File: config.mk
export PLATFORM = sky130hd
export DESIGN_NAME = spi_bus_arbiter
export DESIGN_NICKNAME = d
export VERILOG_FILES = /design/src/rtl/spi_bus_arbiter.sv
export SDC_FILE = /design/constraint.sdc
export NUM_CORES = 1
export LEC_CHECK = 0
export BUFFER_PORTS_ARGS = -buffer_cell sky130_fd_sc_hd__buf_2
export CAP_MARGIN = 20
export CORE_MARGIN = 2
export CORE_UTILIZATION = 35
export CTS_BUF_LIST = sky130_fd_sc_hd__clkbuf_16
export CTS_CLUSTER_SIZE = 12
export DETAILED_ROUTE_END_ITERATION = 6
export GPL_TIMING_DRIVEN = 1
export HOLD_SLACK_MARGIN = 0.12
export MAX_ROUTING_LAYER = met4
export PLACE_DENSITY = 0.56
export SLEW_MARGIN = 20
export SYNTH_ARGS = -nofsm -noshare
export SYNTH_HDL_FRONTEND = slang
export SYNTH_HIERARCHICAL = 1
export SYNTH_SLANG_ARGS = --single-unit
File: constraint.sdc
create_clock -name clk -period 2.7 [get_ports clk]
set_input_delay 0.405 -clock clk [delete_from_list [all_inputs] [get_ports clk]]
set_output_delay 0.405 -clock clk [all_outputs]
set_load 0.02 [all_outputs]
File: src/rtl/spi_bus_arbiter.sv
// spi_bus_arbiter
//   Round-robin owner selection for one physical SPI bus shared by PORTS
//   masters. Handovers are drain-protected: the owner's chip-select must be
//   idle before the bus is released. A fixed guard gap then separates two
//   owners, so the slave never sees a chip-select glitch on the crossbar.
//
// Ports
//   clk         system clock, rising edge
//   rst_L       asynchronous active-low reset
//   req         level request per master
//   ss_L_ports  per-master chip-select (active low), watched for drain
//   grant       one-hot or zero; master n may drive the bus only while set
//   select      one-hot or zero crossbar select; changes only on a new grant
//   busy        arbiter is not idle
//   yield_req   advisory: the owner has held the bus HOLD_MAX clocks while
//               another port waits
//   owner       binary index of the current or last owner

// Per-port advisory yield: set on the owner's lane when the hold limit is
// reached and some other port is requesting.
module spi_arb_lane #(
    parameter int IDX   = 0,
    parameter int PORTS = 3
) (
    input  logic             yield_en,
    input  logic [2:0]       owner,
    input  logic [PORTS-1:0] req,
    output logic             yield_bit
);
    logic [PORTS-1:0] others;

    always_comb begin
        others      = req;
        others[IDX] = 1'b0;
    end

    assign yield_bit = yield_en && (owner == 3'(IDX)) && (|others);
endmodule

module spi_bus_arbiter #(
    parameter int PORTS        = 3,
    parameter int GUARD_CYCLES = 4,
    parameter int HOLD_MAX     = 0
) (
    input  logic             clk,
    input  logic             rst_L,
    input  logic [PORTS-1:0] req,
    input  logic [PORTS-1:0] ss_L_ports,
    output logic [PORTS-1:0] grant,
    output logic [PORTS-1:0] select,
    output logic             busy,
    output logic [PORTS-1:0] yield_req,
    output logic [2:0]       owner
);
    typedef enum logic [1:0] {
        IDLE  = 2'd0,
        GRANT = 2'd1,
        DRAIN = 2'd2,
        GUARD = 2'd3
    } state_t;

    localparam logic [PORTS-1:0] ONE        = PORTS'(1);
    localparam logic [7:0]       GUARD_LAST = 8'(GUARD_CYCLES - 1);
    localparam logic [15:0]      HOLD_LIM   = 16'(HOLD_MAX);

    state_t      state;
    logic [2:0]  rr_ptr;
    logic [15:0] hold_cnt;
    logic [7:0]  guard_cnt;
    logic [2:0]  pick;
    logic        pick_vld;
    logic [3:0]  sum;
    logic        yield_en;

    // First requesting port at or after rr_ptr, with wrap. The loop runs
    // from the far end downward so the nearest candidate is assigned last.
    always_comb begin
        pick     = '0;
        pick_vld = 1'b0;
        sum      = '0;
        for (int i = PORTS - 1; i >= 0; i--) begin
            sum = {1'b0, rr_ptr} + 4'(i);
            if (sum >= 4'(PORTS)) sum = sum - 4'(PORTS);
            if (req[sum[2:0]]) begin
                pick     = sum[2:0];
                pick_vld = 1'b1;
            end
        end
    end

    always_ff @(posedge clk or negedge rst_L) begin
        if (!rst_L) begin
            state     <= IDLE;
            grant     <= '0;
            select    <= '0;
            owner     <= '0;
            rr_ptr    <= '0;
            hold_cnt  <= '0;
            guard_cnt <= '0;
        end else begin
            case (state)
                IDLE: begin
                    if (pick_vld) begin
                        state    <= GRANT;
                        grant    <= ONE << pick;
                        select   <= ONE << pick;
                        owner    <= pick;
                        rr_ptr   <= (pick == 3'(PORTS - 1)) ? 3'd0 : pick + 3'd1;
                        hold_cnt <= '0;
                    end
                end
                GRANT: begin
                    if (hold_cnt != 16'hFFFF) hold_cnt <= hold_cnt + 16'd1;
                    if (!req[owner]) begin
                        grant <= '0;
                        state <= DRAIN;
                    end
                end
                DRAIN: begin
                    // select still points at the owner so the slave keeps
                    // seeing its chip-select until that goes idle.
                    if (ss_L_ports[owner]) begin
                        state     <= GUARD;
                        guard_cnt <= '0;
                    end
                end
                GUARD: begin
                    if (guard_cnt == GUARD_LAST) state <= IDLE;
                    else                         guard_cnt <= guard_cnt + 8'd1;
                end
                default: state <= IDLE;
            endcase
        end
    end

    assign busy = (state != IDLE);

    generate
        if (HOLD_MAX == 0) begin : g_no_hold
            assign yield_en = 1'b0;
        end else begin : g_hold
            assign yield_en = (state == GRANT) && (hold_cnt >= HOLD_LIM);
        end
    endgenerate

    genvar n;
    generate
        for (n = 0; n < PORTS; n++) begin : g_lane
            spi_arb_lane #(.IDX(n), .PORTS(PORTS)) u_lane (
                .yield_en  (yield_en),
                .owner     (owner),
                .req       (req),
                .yield_bit (yield_req[n])
            );
        end
    endgenerate
endmodule

Yosys cells after proc, flatten, opt, wreduce, memory -nomap -nowiden
Cells that the tools add are included.

cells by class
  $add $sub $neg = 7
  multiply operators = 0
  divide/modulo/power cells = 0
  order comparisons = 7
  equal/unequal tests = 10
  shift-type cells = 1
  multiplexer cells = 31
  bitwise logic cells = 0
  reductions and logical operators = 8

operators by type and width
  operator                                                                              count
  3-bit two-way mux                                                                     9
  8-bit two-way mux                                                                     2
  8-bit case mux with 2 select lines                                                    1
  3-bit less-than comparator (second input constant)                                    4
  1-bit binary-select mux with 2-bit select                                             5
  2-bit inequality test (second input constant)                                         5
  3-bit by 2-bit subtractor with 3-bit output (second input constant)                   3
  8-bit by 1-bit adder with 8-bit output (second input constant)                        1
  8-bit by 2-bit equality test with 1-bit output (second input constant)                1
  4-bit by 2-bit greater-or-equal comparator with 1-bit output (second input constant)  2
  1-bit two-way mux                                                                     8
  2-bit two-way mux                                                                     4
  2-bit case mux with 4 select lines                                                    1
  3-bit case mux with 2 select lines                                                    1
  3-bit AND reduction                                                                   2
  2-bit nonzero test                                                                    3
  3-bit by 1-bit adder with 4-bit output (second input constant)                        1
  3-bit by 2-bit adder with 4-bit output (second input constant)                        1
  2-bit equality test (second input constant)                                           2
  4-bit AND reduction                                                                   1
  3-bit by 1-bit adder with 3-bit output (second input constant)                        1
  3-bit by 2-bit equality test with 1-bit output (second input constant)                1
  3-bit by 2-bit greater-or-equal comparator with 1-bit output (second input constant)  1
  1-bit by 3-bit << shifter with 3-bit output (first input constant)                    1
  3 further kinds                                                                       3

storage, ports and cells
  register bits after elaboration = 22
  bits in latches = 0
  RAM bits = 0
  memory bits (read-only) = 0
  output and inout bits = 13
  memories kept = 0

Depth between registers and ports, before layout
Gate-level depths: netlist (run 1).

  depth in word-level cells = 11
  depth in mapped cells = 12
  gate-level depth less buffers = 9

Modules after synthesis
Netlist (run 1), hierarchy kept.

modules (own cells, without submodules)
  module                                instances  cells each  area an instance (µm²)  seq. area each (µm²)
  spi_bus_arbiter                       1          173         1611.5                  550.5
  spi_arb_lane at g_lane[1].u_lane ...  2          3           20.0                    0.0
  spi_arb_lane at g_lane[0].u_lane      1          2           22.5                    0.0

Least setup slack after synthesis (run 1)
OpenSTA, ideal clock, no wires.

  path type = reg2reg
  from = reg rr_ptr[1]
  to = reg rr_ptr[2]
  arrival = 2.553 ns
  required time = 2.625 ns
  setup slack = 0.072 ns
  cell stages (with the launch flop) = 9
  buffers on the path = 0
  clock period less this slack = 2.628 ns
  cells stage by stage = dfrtp_1 > ha_1 > ha_1 > and2b_2 > a41o_1 > or4_4 > and3_4 > or3_4 > o21ai_2

between the ends
  word-level cells in the longest chain between the ends = 10
  elaborated cells between the ends (all ways) = 27

ends and longest elaborated chain
  item                                                                                                                                line  RTL
  from (decl)                                                                                                                         67    logic [2:0] rr_ptr;
  from (signal assigned)                                                                                                              108   rr_ptr <= (pick == 3'(PORTS - 1)) ? 3'd0 : pick + 3'd1;
  3-bit by 2-bit adder with 4-bit output                                                                                              82    sum = {1'b0, rr_ptr} + 4'(i);
  4-bit by 2-bit greater-or-equal comparator with 1-bit output / 3-bit by 2-bit subtractor with 3-bit output (equally long branches)  83    if (sum >= 4'(PORTS)) sum = sum - 4'(PORTS);
  3-bit two-way mux                                                                                                                   83
  1-bit binary-select mux with 2-bit select                                                                                           84    if (req[sum[2:0]]) begin
  1-bit two-way mux (not written as such)                                                                                             84
  3-bit two-way mux (3 in a row)                                                                                                      84
  3-bit by 1-bit adder with 3-bit output / 3-bit by 2-bit equality test with 1-bit output (equally long branches)                     108
  3-bit two-way mux                                                                                                                   108

Several ways; a longest one is shown, not always the timed one. The select of a mux whose other input is x is not followed.
A chain may end at the register's enable or synchronous reset.

Worst setup path in the final report (run 1)
  from = reg rr_ptr[1]
  to = reg grant[1]

between the ends
  word-level cells in the longest chain between the ends = 11
  elaborated cells between the ends (all ways) = 28

ends and longest elaborated chain
  item                                                                                                                                line  RTL
  3-bit by 2-bit adder with 4-bit output                                                                                              82
  4-bit by 2-bit greater-or-equal comparator with 1-bit output / 3-bit by 2-bit subtractor with 3-bit output (equally long branches)  83
  3-bit two-way mux                                                                                                                   83
  1-bit binary-select mux with 2-bit select                                                                                           84
  1-bit two-way mux (not written as such)                                                                                             84
  3-bit two-way mux (3 in a row)                                                                                                      84
  1-bit by 3-bit << shifter with 3-bit output                                                                                         105   grant <= ONE << pick;
  3-bit two-way mux                                                                                                                   103   if (pick_vld) begin
  3-bit case mux with 2 select lines                                                                                                  101   case (state)
  to (signal assigned)                                                                                                                105
  to (decl)                                                                                                                           49    output logic [PORTS-1:0] grant,

Several ways; a longest one is shown, not always the timed one. The select of a mux whose other input is x is not followed.

==> results.yml, run 1 <==
run_status:
  status: "finished, final reports clean"
timing:
  hold_viol_final: 0
  clock_skew_ns: 0.00198
  setup_tns_ns: 0
  grt_setup_unrepaired: "false"
  tightest_slew_ns: 0.570
  slew_headroom_pct: 61.7
  slew_violations: 0
  timing.hold.ws_ns: 0.115
  fin_crit_sh_pct: 96.3
  fmax_mhz: 385
  setup_viol: 0
  period_needed_ns: 2.60
placement:
  gp_congestion: 0.836
  dp_hpwl_mm: 2.88
  dp_cells: 264
  place_area_um2: 1910
  port_buffers: 17
critical_path:
  crit_top_cell: "and3_4"
  rrSetupSlack_ns: 0.1
  crit_type: "flop to flop"
  critPathMaxFanout: 6
  worstReg2RegStart: "rr_ptr[1]$_DFFE_PN0P_"
  path_delay_family: "simple AND/OR/NAND/NOR gates"
  critPathSlowestCell: "or4b_4"
  cp.arrival_ns: 2.75
  critPathBufInv: 0
  cp_cell_sequence: "ha_2, ha_4, or4b_4, and2_4, and3_4, nor2_4, and3_4, a22oi_2, o41ai_1"
  cp-start-kind: "flop"
  r2r.worst_path.cells: 9
  r2r-end: "grant[1]$_DFFE_PN0P_"
  worstSetupStartpoint: "rr_ptr[1]$_DFFE_PN0P_"
  worstPathRequired_ns: 2.85
  end_kind: "flop"
  slowest_delay_ns: 0.54
synth:
  ys_types: 54
  yosysTopAreaCell: "dfrtp_1"
  synth.cell_area_um2: 1670
  synthArstFlopShare_pct: 100
  synth_top_area_share_pct: 32.9
  ys_warn_count: 6
  synthesis.instances: 181
  synth_area_leaders: "dfrtp_1 33%, ha_1 9.0%, nor2_1 5.2%"
  synth_top_flop_cell: "dfrtp_1"
  synth_edf_count: 0
  ys_ff_latch: 22
  synth-seq-area-share_pct: 32.9
  syn_area_per_cell_um2: 9.25
clock_tree:
  clkTransAtPathRegs_ns: 0.06
  clock_latency_ns: 0.25
  cts_made_buffers: 3
  h-tree-depth: 1
  cts-hold-fix-buffers: 0
  clock_sinks: 22
  clk_path_buf_depth: 2
  cts-root-buf: "clkbuf_16"
  cts_tree: "yes"
die:
  placementRows: 25
  initial_core_util_pct: 35.9
  fp.dieH_um: 73.2
  dieArea_um2: 5350
  ioPinCount: 21
  coreArea_um2: 4660
  die_w_um: 73.2
global_routing:
  overflow: 0
  track_usage_pct: 15.2
  grt_max_degree: 23
  grt_pass1_vias: 1306
  antenna_found_initial: 0
  grt_pass1_wl_mm: 6.19
routing:
  num_vias: 1428
  drt_iter0_drc: 62
  routedWlPerCell_um: 14.1
  routed_wl_mm: 3.78
  postRouteAntennaNets: 0
  drc: 0
  vias_per_cell: 5.33
  first_pass_iters: 4
layout:
  design_area_um2: 2080
  final_nets: 235
  drive_gt1_share_pct: 31.3
  diodes: 0
  area_delta_synth_final_pct: 24.5
  fin_cells: 268
job:
  drv_cap: 0
min_path:
  hold_class: "input pin to async pin"
[stage by stage]
stage          setup slack [ns]  util (%)
3_3_place_gp             0.0428      41.0
2_1_floorplan            0.0720         -
4_1_cts                  0.0116      43.4
3_5_place_dp            -0.0241      41.0
5_1_grt                  0.0139      44.7
6_report                 0.0995      44.7
[worst register-to-register path: stages, from the launching register on]
cell and delay (ns):
dfrtp_1 0.41, ha_2 0.21, ha_4 0.16, or4b_4 0.54, and2_4 0.16, and3_4 0.20
nor2_4 0.16, and3_4 0.22, a22oi_2 0.09, o41ai_1 0.34
[Yosys cell counts (4+ instances only)]
| library cell | count |
|---|---|
| a21oi_1 | 4 |
| a31oi_1 | 4 |
| dfrtp_1 | 22 |
| ha_1 | 12 |
| inv_1 | 8 |
| mux2i_1 | 6 |
| nand2_1 | 16 |
| nand3_1 | 7 |
| nor2_1 | 23 |
| o21ai_0 | 8 |
| xor2_1 | 5 |
[registers in the layout (all words and copies together) (netlist names)]
register	flops
guard_cnt	8
select	3
rr_ptr	3
grant	3
owner	3
state	2
[routing by layer]
layer | part of all wire (%) | vias up | GRT usage, %
met5 | 0 | - | -
met4 | 1.2 | 0 | 4.32
met3 | 3.4 | 4 | 1.80
met2 | 48 | 26 | 23.4
met1 | 48 | 680 | 20.9
li1 | - | 718 | -
[logic make-up after synthesis]
kind of cell	Yosys count	synth area share [%]
simple gates	77	26.8
fa+ha+maj	12	8.97
flops	22	32.9
buf+inv	12	3.29
mux	9	5.61
other cells	1	0.224
compound gates	40	17.6
xor+xnor	8	4.63
[placed cells by master (no fill, tap or decap), types with 4 or more instances in the layout]
cell	n
xor2_1	5
nand3_1	7
mux2i_1	6
buf_4	13
inv_1	8
buf_2	17
nor2_1	23
a31oi_1	4
dfrtp_1	22
ha_1	9
o21ai_0	8
a21oi_1	4
nand2_1	16
[area by class of cell]
type                    instances  area [um2]
clock buffers                   3        75.1
clock inverters                 1        30.0
fillers                       468        2580
inverters                       9        33.8
multi-input cells             149        1140
flip-flops and latches         22         551
well taps                      54        67.6
repair buffers                 30         183
[how the worst max path moves through the flow]
stage | to | depth (start not counted) | slack [ns]
CTS | rr_ptr[2]$_DFFE_PN0P_ | 8 | 0.01
finish | grant[1]$_DFFE_PN0P_ | 9 | 0.1
floorplan | rr_ptr[2]$_DFFE_PN0P_ | 8 | 0.07
detailed placement | select[1]$_DFFE_PN0P_ | 9 | -0.02
global route | grant[1]$_DFFE_PN0P_ | 9 | 0.01
global placement | select[1]$_DFFE_PN0P_ | 9 | 0.04
[repair_timing]
item / CTS / global route
setup endpoints to repair: 5 / 11
buffers inserted: 0 / 0
pin swaps: 0 / 5
gates resized for setup: 2 / 10
Power of run 1 is not shown: default switching activity piles up to over one toggle a cycle in this logic, so the estimate is an artifact.
==> inputs of run 2 (changes only) <==
- CTS_CLUSTER_SIZE: 12 -> 16
- SYNTH_HIERARCHICAL: 1 -> default
==> results.yml, run 2 <==
timing:
  setup_viol: 0
  fmax_mhz: 376
  timing.hold.ws_ns: 0.102
  fin_crit_sh_pct: 98.5
  clock_skew_ns: 0.00238
  hold_viol_final: 0
  timing.final.ws_setup_ns: 0.0407
  slew_violations: 0
  period_needed_ns: 2.66
  grt_setup_unrepaired: "true"
critical_path:
  cp.arrival_ns: 2.80
  crit_type: "flop to flop"
  rrSetupSlack_ns: 0.04
  worstPathRequired_ns: 2.84
  cp-start-kind: "flop"
  critPathMaxFanout: 6
  end_kind: "flop"
placement:
  place_area_um2: 1920
  port_buffers: 17
  gp_congestion: 0.874
  detailedPlace.worstSlack_ns: -0.0663
  dp_hpwl_mm: 2.78
synth:
  synth-seq-area-share_pct: 34.1
  synthArstFlopShare_pct: 100
  synthesis.instances: 186
  ys_ff_latch: 22
  synth.cell_area_um2: 1610
  synth_top_area_share_pct: 34.1
  ys_types: 42
  syn_area_per_cell_um2: 8.67
  synth_area_leaders: "dfrtp_1 34%, ha_1 9.3%, nor2_1 5.4%"
  synth_top_flop_cell: "dfrtp_1"
  synth_edf_count: 0
  synth_commonest_cells: "23 x nor2_1, 22 x dfrtp_1, 12 x ha_1, 12 x inv_1, 12 x nand2_1"
  synth.most_common_cell: "nor2_1"
  ys_warn_count: 0
  yosysTopAreaCell: "dfrtp_1"
clock_tree:
  cts-root-buf: "clkbuf_16"
  cts_tree: "yes"
  clock_latency_ns: 0.25
  h-tree-depth: 1
  clkTransAtPathRegs_ns: 0.06
  cts_made_buffers: 3
  clk_path_buf_depth: 2
  clock_sinks: 22
die:
  fp.dieH_um: 71.9
  die_w_um: 71.9
  coreArea_um2: 4380
  placementRows: 24
  initial_core_util_pct: 36.8
  dieArea_um2: 5170
  ioPinCount: 21
routing:
  first_pass_iters: 4
  vias_per_cell: 5.25
  drc: 0
  routed_wl_mm: 3.64
  num_vias: 1454
  postRouteAntennaNets: 0
  drt_iter0_drc: 56
  routedWlPerCell_um: 13.1
global_routing:
  grt_pass1_vias: 1362
  track_usage_pct: 15.3
  grt_pass1_wl_mm: 6.15
  antenna_found_initial: 0
  overflow: 0
  grt_max_degree: 23
layout:
  design_area_um2: 2110
  area_delta_synth_final_pct: 30.6
  final_nets: 246
  final_common_cell: "buf_4"
  drive_gt1_share_pct: 30.2
  fin_util_pct: 48.1
  diodes: 0
  largest_register_ffs: 8
  layout_common_cells: "25 x buf_4, 21 x dfrtp_1, 20 x nor2_1"
  regMostFlops: "guard_cnt"
job:
  drv_cap: 0
run_status:
  status: "finished, final reports clean"
min_path:
  hold_class: "input pin to async pin"
-- run 2: critical path, stage by stage, from the launching register on --
cell     delay, ns
dfrtp_1       0.41
ha_2          0.20
ha_4          0.22
nor2b_4       0.14
o31a_1        0.27
a211o_1       0.35
nor2_4        0.15
mux2_4        0.32
o21ai_4       0.16
nor2_2        0.07
a32o_1        0.25
-- run 2: cells by family after synthesis --
logic type | share of synthesized area [%]
AOI/OAI and AO/OA | 18.9
xor gates and xnor gates | 2.72
adders and majority gates | 9.31
buffers and inverters | 6.13
DFF | 34.1
muxes | 7.06
other | 0.233
and+or+nand+nor | 21.5
-- run 2: cell type report --
| cell class | instances | area (um2) |
|---|---|---|
| fill | 416 | 2280 |
| clock buffer | 3 | 75.1 |
| clock inverter | 1 | 30.0 |
| multi-input combinational | 145 | 1070 |
| tap | 52 | 65.1 |
| inverter | 12 | 45.0 |
| sequential | 22 | 552 |
| timing repair buffer | 42 | 273 |
-- run 2: layer usage --
metal	vias up	wire length, um	global-route usage, %
li1	742	-	-
met1	687	1710	18.5
met2	23	1810	26.7
met3	2	104	2.53
met4	0	15	3.14
met5	-	0	-
-- run 2: metrics by stage --
step,instances,TNS (ns)
6_report,277,0
2_1_floorplan,188,-0.0000675
5_1_grt,277,-0.277
4_1_cts,274,0
3_5_place_dp,270,-0.0859
3_3_place_gp,270,-0.192
-- run 2: worst paths after layout --
kind                                       startpoint                        to  cells after the start
worst max register to register  rr_ptr[1]$_DFFE_PN0P_      grant[0]$_DFFE_PN0P_                     10
worst min register to register  select[1]$_DFFE_PN0P_     select[1]$_DFFE_PN0P_                      1
min in group clk                select[1]$_DFFE_PN0P_     select[1]$_DFFE_PN0P_                      1
max in group asynchronous                       rst_L     rr_ptr[0]$_DFFE_PN0P_                      1
worst min-delay path                            rst_L  guard_cnt[6]$_DFFE_PN0P_                      1
worst max-delay path            rr_ptr[1]$_DFFE_PN0P_      grant[0]$_DFFE_PN0P_                     10
-- run 2: timing repair --
item,CTS,global route
resized for setup,2,12
endpoints found under the hold margin,0,0
hold buffers,0,0
setup buffers,0,3
endpoints found under the setup margin,6,14
pin swaps,1,4
Power of run 2 is left out for the same reason.
